===== config.mk =====
export PLATFORM = sky130hd
export DESIGN_NAME = out_port_uart_tx
export DESIGN_NICKNAME = d
export VERILOG_FILES = /design/src/rtl/out_port_uart_tx.sv
export SDC_FILE = /design/constraint.sdc
export NUM_CORES = 1
export LEC_CHECK = 0
export ABC_AREA = 1
export CAP_MARGIN = 10
export CORE_UTILIZATION = 55
export CTS_BUF_LIST = sky130_fd_sc_hd__clkbuf_4 sky130_fd_sc_hd__clkbuf_8
export DETAILED_ROUTE_END_ITERATION = 10
export PLACE_DENSITY = 0.75
export SYNTH_ARGS = -nofsm -noshare
export SYNTH_HDL_FRONTEND = slang
export SYNTH_SLANG_ARGS = --single-unit

===== constraint.sdc =====
create_clock -name clk -period 4.69 [get_ports clk]
set_input_delay 0.938 -clock clk [delete_from_list [all_inputs] [get_ports clk]]
set_output_delay 0.938 -clock clk [all_outputs]
set_load 0.005 [all_outputs]

===== src/rtl/out_port_uart_tx.sv =====
// -----------------------------------------------------------------------------
// out_port_uart_tx
//   Output-port consumer for the SAP-1 OUT instruction. Every rising clock edge
//   with LO low captures the W-bus byte into a small FIFO. The FIFO drains
//   through an 8N1 UART transmitter on TXD, so the CPU never waits on the
//   serial link.
//
// Parameters
//   CLKS_PER_BIT : clk cycles per UART bit (>= 2)
//   FIFO_DEPTH   : FIFO entries (power of 2, >= 2)
//   DATA_W       : captured word width; only DATA_IN[7:0] is transmitted
//
// Ports
//   clk     in   system clock, all state changes on posedge
//   rst     in   asynchronous active-low reset
//   LO      in   active-low output-load strobe (level-sensitive push)
//   DATA_IN in   W-bus word
//   TXD     out  registered serial line, idles high
//   BUSY    out  high while a frame is in START/DATA/STOP
//   EMPTY   out  FIFO holds no entries
//   FULL    out  FIFO holds FIFO_DEPTH entries
//   COUNT   out  FIFO occupancy
//   OVF     out  sticky: a push was dropped because the FIFO was full
// -----------------------------------------------------------------------------
module out_port_uart_tx #(
  parameter int CLKS_PER_BIT = 16,
  parameter int FIFO_DEPTH   = 4,
  parameter int DATA_W       = 8
) (
  input  logic                          clk,
  input  logic                          rst,
  input  logic                          LO,
  input  logic [DATA_W-1:0]             DATA_IN,
  output logic                          TXD,
  output logic                          BUSY,
  output logic                          EMPTY,
  output logic                          FULL,
  output logic [$clog2(FIFO_DEPTH):0]   COUNT,
  output logic                          OVF
);

  localparam int PTR_W  = $clog2(FIFO_DEPTH);
  localparam int CNT_W  = PTR_W + 1;
  localparam int BAUD_W = $clog2(CLKS_PER_BIT);

  typedef enum logic [1:0] {
    IDLE  = 2'd0,
    START = 2'd1,
    DATA  = 2'd2,
    STOP  = 2'd3
  } state_t;

  state_t             state_r, state_s;
  logic [BAUD_W-1:0]  baud_r, baud_s;
  logic [2:0]         bit_r, bit_s;
  logic [7:0]         shift_r, shift_s;
  logic               txd_r, txd_s;
  logic               busy_r, busy_s;

  logic [7:0]         mem_r [FIFO_DEPTH];
  logic [PTR_W-1:0]   wr_ptr_r, wr_ptr_s;
  logic [PTR_W-1:0]   rd_ptr_r, rd_ptr_s;
  logic [CNT_W-1:0]   count_r, count_s;
  logic               empty_r, empty_s;
  logic               full_r, full_s;
  logic               ovf_r, ovf_s;

  logic               baud_end_s;
  logic               pop_s;
  logic               push_s;
  logic [7:0]         in_byte_s;

  // Only the low byte of a wider word is ever transmitted.
  assign in_byte_s = 8'(DATA_IN);

  assign TXD   = txd_r;
  assign BUSY  = busy_r;
  assign EMPTY = empty_r;
  assign FULL  = full_r;
  assign COUNT = count_r;
  assign OVF   = ovf_r;

  // Next-state logic for the transmitter FSM and the FIFO bookkeeping.
  always_comb begin
    state_s    = state_r;
    baud_s     = baud_r;
    bit_s      = bit_r;
    shift_s    = shift_r;
    pop_s      = 1'b0;
    baud_end_s = (baud_r == BAUD_W'(CLKS_PER_BIT - 1));

    case (state_r)
      IDLE: begin
        baud_s = {BAUD_W{1'b0}};
        bit_s  = 3'd0;
        if (!empty_r) begin
          pop_s   = 1'b1;
          shift_s = mem_r[rd_ptr_r];
          state_s = START;
        end else begin
          state_s = IDLE;
        end
      end
      START: begin
        if (baud_end_s) begin
          baud_s  = {BAUD_W{1'b0}};
          state_s = DATA;
        end else begin
          baud_s  = baud_r + BAUD_W'(1);
        end
      end
      DATA: begin
        if (baud_end_s) begin
          baud_s  = {BAUD_W{1'b0}};
          shift_s = {1'b0, shift_r[7:1]};
          if (bit_r == 3'd7) begin
            bit_s   = 3'd0;
            state_s = STOP;
          end else begin
            bit_s   = bit_r + 3'd1;
          end
        end else begin
          baud_s  = baud_r + BAUD_W'(1);
        end
      end
      STOP: begin
        if (baud_end_s) begin
          baud_s = {BAUD_W{1'b0}};
          // A waiting byte starts immediately, giving no idle gap.
          if (!empty_r) begin
            pop_s   = 1'b1;
            shift_s = mem_r[rd_ptr_r];
            state_s = START;
          end else begin
            state_s = IDLE;
          end
        end else begin
          baud_s = baud_r + BAUD_W'(1);
        end
      end
      default: begin
        state_s = IDLE;
        baud_s  = {BAUD_W{1'b0}};
        bit_s   = 3'd0;
      end
    endcase

    // TXD is derived from the next state so the line itself is a flop output.
    case (state_s)
      IDLE:    txd_s = 1'b1;
      START:   txd_s = 1'b0;
      DATA:    txd_s = shift_s[0];
      STOP:    txd_s = 1'b1;
      default: txd_s = 1'b1;
    endcase
    busy_s = (state_s != IDLE);

    // A full FIFO that pops on this edge frees the slot the push needs.
    push_s = !LO && (!full_r || pop_s);
    ovf_s  = ovf_r || (!LO && full_r && !pop_s);

    if (push_s) begin
      wr_ptr_s = wr_ptr_r + PTR_W'(1);
    end else begin
      wr_ptr_s = wr_ptr_r;
    end
    if (pop_s) begin
      rd_ptr_s = rd_ptr_r + PTR_W'(1);
    end else begin
      rd_ptr_s = rd_ptr_r;
    end

    case ({push_s, pop_s})
      2'b10:   count_s = count_r + CNT_W'(1);
      2'b01:   count_s = count_r - CNT_W'(1);
      default: count_s = count_r;
    endcase
    empty_s = (count_s == CNT_W'(0));
    full_s  = (count_s == CNT_W'(FIFO_DEPTH));
  end

  // State, counters, flags and the TXD/BUSY output registers.
  always_ff @(posedge clk or negedge rst) begin
    if (!rst) begin
      state_r  <= IDLE;
      baud_r   <= {BAUD_W{1'b0}};
      bit_r    <= 3'd0;
      shift_r  <= 8'd0;
      txd_r    <= 1'b1;
      busy_r   <= 1'b0;
      wr_ptr_r <= {PTR_W{1'b0}};
      rd_ptr_r <= {PTR_W{1'b0}};
      count_r  <= {CNT_W{1'b0}};
      empty_r  <= 1'b1;
      full_r   <= 1'b0;
      ovf_r    <= 1'b0;
    end else begin
      state_r  <= state_s;
      baud_r   <= baud_s;
      bit_r    <= bit_s;
      shift_r  <= shift_s;
      txd_r    <= txd_s;
      busy_r   <= busy_s;
      wr_ptr_r <= wr_ptr_s;
      rd_ptr_r <= rd_ptr_s;
      count_r  <= count_s;
      empty_r  <= empty_s;
      full_r   <= full_s;
      ovf_r    <= ovf_s;
    end
  end

  // FIFO storage; contents are don't-care until written, so no reset needed.
  always_ff @(posedge clk) begin
    if (push_s) begin
      mem_r[wr_ptr_r] <= in_byte_s;
    end else begin
      mem_r[wr_ptr_r] <= mem_r[wr_ptr_r];
    end
  end

endmodule

# [Word-level counts from Yosys, hierarchy flattened]
# Memories as Yosys holds them, arrays and structs flattened.
# Cells that the tools add are included.
[totals] register_bits=29 mem_bits_rw=32 input_bits=11 wordCells=78 n_memories=1
[classes] n_addsub=6 n_eq_ne=14 mux=24 bitwise_logic=1 n_reduce_logical=19
[memory_table] memory="mem_r" depth=4 width=8 rd=1 rd_clocked_by_memory_dff=0 wr=1 line="60" source="logic [7:0] mem_r [FIFO_DEPTH];"
[ops] operator="$mux 8" count=4
[ops] operator="$pmux 8 s3" count=1
[ops] operator="$pmux 3 s2" count=2
[ops] operator="$eq 2x2->1 const B" count=5
[ops] operator="$mux 2" count=4
[ops] operator="$pmux 2 s4" count=1
[ops] operator="$pmux 4 s2" count=1
[ops] operator="$add 3x1->3 const B" count=2
[ops] operator="$eq 2x1->1 const B" count=3
[ops] operator="$eq 3x3->1 const B" count=2
[ops] operator="$mux 1" count=6
[ops] operator="$mux 3" count=2
[ops] operator="$add 2x1->2 const B" count=2
[ops] operator="$add 4x1->4 const B" count=1
[ops] operator="$eq 4x4->1 const B" count=1
[ops] operator="$logic_not 2->1" count=2
[ops] operator="$mux 4" count=1
[ops] operator="$ne 2x2->1 const B" count=2
[ops] operator="$reduce_and 2->1" count=2
[ops] operator="$reduce_bool 2->1" count=2
[ops] operator="$logic_and 1x1->1" count=3
[ops] operator="$logic_not 1->1" count=3
[ops] operator="$logic_not 3->1" count=1
[ops] operator="$pmux 1 s3" count=1
[ops] operator="9 further kinds" count=10

# [Longest topological paths before layout]
[depth] word_depth=8 mapped_depth=14 ltp_nobuf=14

# [Worst setup path before layout]
# Ideal clock, no wire load.
[synth_path] kind="flip-flop to flip-flop" startpoint="register state_r[0]" endpoint="register full_r (netlist: FULL)" arrival_time_ns=2.368 required_time_ns=4.619 path_slack_ns=2.251 stages_incl_launch_ff=13 n_path_buf=0 path_cell_list="dfrtp_1 inv_1 ha_1 nand2_1 o21ai_2 nand2_2 nand2_4 nand2_4 ha_1 fa_1 mux2_2 or2_2 nor2_1"
[synth_via] elab_chain_len=7
[synth_rtl] element="start: declaration" line="53" source="state_t state_r, state_s;"
[synth_rtl] element="start signal: assignment" line="198" source="state_r <= state_s;"
[synth_rtl] element="$eq 2x2->1 / $logic_not 2->1 (equally long branches)" line="92" source="case (state_r)"
[synth_rtl] element="$pmux 1 s2 *" line="92"
[synth_rtl] element="$logic_or 1x1->1" line="159" source="push_s = !LO && (!full_r || pop_s);"
[synth_rtl] element="$logic_and 1x1->1" line="159"
[synth_rtl] element="$eq 2x1->1 / $eq 2x2->1 (equally long branches)" line="173" source="case ({push_s, pop_s})"
[synth_rtl] element="$pmux 3 s2 *" line="173"
[synth_rtl] element="via count_s[1]" line="63" source="logic [CNT_W-1:0] count_r, count_s;"
[synth_rtl] element="$eq 3x3->1 *" line="179" source="full_s = (count_s == CNT_W'(FIFO_DEPTH));"
[synth_rtl] element="via full_s" line="65" source="logic full_r, full_s;"
[synth_rtl] element="end signal: assignment" line="208" source="full_r <= full_s;"
[synth_rtl] element="end: declaration" line="65"
# The timed path passes the listed nets; every way through them passes the cells marked *.
# A chain may end at the register's enable or synchronous reset.

# [Worst setup path in the final report]
[layout_path] startpoint="register state_r[1]" endpoint="register empty_r (netlist: EMPTY)"
[layout_via] elab_chain_len=7
[layout_rtl] element="$eq 2x2->1 / $logic_not 2->1 (equally long branches)" line="92"
[layout_rtl] element="$pmux 1 s2 *" line="92"
[layout_rtl] element="$logic_or 1x1->1" line="159"
[layout_rtl] element="$logic_and 1x1->1" line="159"
[layout_rtl] element="$eq 2x1->1 / $eq 2x2->1 (equally long branches)" line="173"
[layout_rtl] element="$pmux 3 s2 *" line="173"
[layout_rtl] element="via count_s[1]" line="63"
[layout_rtl] element="$logic_not 3->1 *" line="178" source="empty_s = (count_s == CNT_W'(0));"
[layout_rtl] element="via empty_s" line="64" source="logic empty_r, empty_s;"
[layout_rtl] element="end signal: assignment" line="207" source="empty_r <= empty_s;"
[layout_rtl] element="end: declaration" line="64"
# Marks and branches as above.

==> flow_summary.json <==
{
  "filler_cell_count": 402,
  "maxSlewViolCount": 0,
  "hold_viol": 0,
  "synth_compound_area_frac": 0.104,
  "initial_core_util": 0.570,
  "synthToLayoutAreaGrowth_pct": 15.0,
  "max_slew_margin": 0.460,
  "drt_iter0_markers": 175,
  "synth_fa_ha_area_frac": 0.0756,
  "status": "finished clean",
  "syn_avg_cell_area_sq_um": 10.3,
  "fin_ws_ns": 2.01,
  "synth.area.mux_share": 0.00387,
  "first_pass_iters": 4,
  "grt_max_degree": 30,
  "period_minus_slack_ns": 2.68,
  "diodes": 0,
  "synth_top_family_by_area": "simple AND/OR/NAND/NOR gates",
  "globalRoute.totalOverflow": 0,
  "io_pins": 19,
  "cts_sinks": 61,
  "pre_cts_ws_ns": 1.71,
  "crit_required_ns": 4.96,
  "placed_area_sq_um": 3130,
  "finalSetupTns_ns": 0,
  "worst_ir_drop_vdd_uv": 324,
  "dieHeight_microns": 74.8,
  "synth.distinct_cells": 34,
  "cts_buffers": 9,
  "multiInputGateArea_sq_um": 1030,
  "cts_setup_buffers": 0,
  "clk_latency_ns": 0.34,
  "wirelength_mm": 5.11,
  "post_cts_resize_count": 0,
  "io_buffers": 18,
  "cts_tree": "done",
  "clock_skew_ns": 0.00908,
  "grt_pass1_vias": 1849,
  "row_count": 26,
  "tightest_slew_ns": 0.807,
  "crit_path_start_kind": "register",
  "vias_per_cell": 5.13,
  "fp.dieW_microns": 74.8,
  "p_leak_uw": 0.00149,
  "ys_seq_area_frac": 0.580,
  "rsz0062_at_grt": "no",
  "route.detailed.drc": 0,
  "dp_hpwl_mm": 3.44,
  "synth_nets": 312,
  "synthCells": 284,
  "timing.final.crit_share": 0.571,
  "ant_nets": 0,
  "syn_area_sq_um": 2910,
  "crit_fanout": 8,
  "maxCapViolCount": 0,
  "ys_top_cells_by_area": "edfxtp_1 33%, dfrtp_1 23%, ha_1 6.9%",
  "num_vias": 1963,
  "yosysTopAreaCell": "edfxtp_1",
  "power_density_nw_per_um2": 424,
  "dieArea_sq_um": 5590,
  "path_clk_slew_ns": 0.07,
  "worstPathArrival_ns": 2.95,
  "fin_nets": 336,
  "cts_hold_buffers": 0,
  "endpoint_kind": "register",
  "antenna_found_initial": 0,
  "yosysWarnings": 0,
  "synthXorXnorAreaFrac": 0.0150,
  "power_uw": 1420,
  "grt_pass1_wl_mm": 8.31,
  "synth-simple-area-share": 0.155,
  "ys_seq_elements": 61,
  "core-area_sq_um": 5110,
  "gp_congestion": 0.797,
  "grt_usage": 0.210,
  "cts-root-buf": "clkbuf_8",
  "register_area_sq_um": 1690,
  "setup_viol": 0,
  "fmax_ghz": 0.374,
  "path_class": "reg -> reg",
  "yosys.area.top_type_share": 0.330,
  "final_layout_size_suffix_gt1_frac": 0.115,
  "stdcell_area_sq_um": 3350,
  "wl_per_cell_microns": 13.3,
  "hp-class": "reg -> reg",
  "cts_buffer_depth": 2,
  "cts_max_level": 3
}
## per-layer routing
metal | routed length (microns) | global-route usage | up-vias
met5 | 0 | 0 | -
met4 | 118 | 0.111 | 0
met3 | 197 | 0.0549 | 9
met2 | 2460 | 0.338 | 43
met1 | 2330 | 0.261 | 938
li1 | - | - | 973
## cell usage after synthesis, drive strengths merged
master	count
nand2	52
a21boi	1
buf	6
ha	16
a21oi	12
o31ai	2
xor2	4
o21ai	35
nor3	2
inv	35
or2	1
dfstp	2
o21bai	2
dfrtp	27
edfxtp	32
nor2	45
a22oi	1
mux2	1
o22ai	1
nand3	5
fa	1
xnor2	1
## critical path, cell delays in order (launching register included)
cell     delay (ns)
dfrtp_1        0.43
inv_1          0.14
ha_1           0.22
nand2_1        0.08
o21ai_2        0.07
nand2_2        0.11
nand2_4        0.09
nand2_4        0.08
ha_1           0.24
fa_1           0.45
mux2_2         0.29
or2_2          0.29
nor2_1         0.11
## registers in the layout (all words and copies together), names as in the netlist
register	flops
BUSY	1
COUNT	3
EMPTY	1
FULL	1
OVF	1
TXD	1
baud_r	4
bit_r	3
mem_r	32
rd_ptr_r	2
shift_r	8
state_r	2
wr_ptr_r	2
## power breakdown
part	total, uW	internal (uW)	switching, uW
registers	691	651	40.0
clock network	511	305	206
logic	217	94.1	123
total	1420	1050	369
## worst paths after layout
path	from	end	slack, ns	cells after the start
worst min register to register	baud_r[0]$_DFF_PN0_	baud_r[0]$_DFF_PN0_	0.47	1
worst min-delay path	baud_r[0]$_DFF_PN0_	baud_r[0]$_DFF_PN0_	0.47	1
min in group asynchronous	rst	shift_r[2]$_DFFE_PN0P_	0.98	2
worst max register to register	state_r[1]$_DFF_PN0_	EMPTY$_DFF_PN1_	2.01	12
max in group asynchronous	rst	EMPTY$_DFF_PN1_	3.40	2
worst max-delay path	state_r[1]$_DFF_PN0_	EMPTY$_DFF_PN1_	2.01	12
## stage by stage
step / utilization / hold slack [ns] / std cells
after floorplan: - / 0.436 / 284
after global placement: 0.613 / 0.459 / 367
after detailed placement: 0.613 / 0.465 / 367
after CTS: 0.656 / 0.474 / 383
after global routing: 0.656 / 0.511 / 383
final: 0.656 / 0.472 / 383
## final cells by class
| class | instances | share of cell area |
|---|---|---|
| clock buffer | 10 | 0.0392 |
| clock inverter | 6 | 0.0258 |
| inverter | 35 | 0.0414 |
| multi-input combinational | 182 | 0.307 |
| sequential | 61 | 0.504 |
| tap | 70 | 0.0261 |
| timing repair buffer | 19 | 0.0560 |
## cells by family after synthesis
kind of cell | count (synthesis)
fa+ha+maj | 17
xor+xnor | 5
simple gates | 105
mux | 1
flops | 61
compound gates | 54
buf+inv | 41
## placed cells by master (no fill, tap or decap), types with 2 or more instances in the layout
| cell | instances |
|---|---|
| clkdlybuf4s50_1 | 18 |
| nand3_1 | 4 |
| nor2_1 | 42 |
| inv_6 | 2 |
| a21oi_1 | 10 |
| nand2_2 | 3 |
| o21ai_0 | 28 |
| o21ai_1 | 5 |
| xor2_1 | 4 |
| o31ai_1 | 2 |
| a21oi_2 | 2 |
| o21ai_2 | 2 |
| nand2_1 | 47 |
| ha_1 | 16 |
| dfstp_2 | 2 |
| edfxtp_1 | 32 |
| nand2_4 | 2 |
| dfrtp_1 | 27 |
| bufinv_16 | 2 |
| o21bai_1 | 2 |
| inv_1 | 32 |
| clkbuf_8 | 9 |
| nor2_2 | 2 |
| nor3_1 | 2 |
Note: power is estimated with default switching activity, not from simulation.
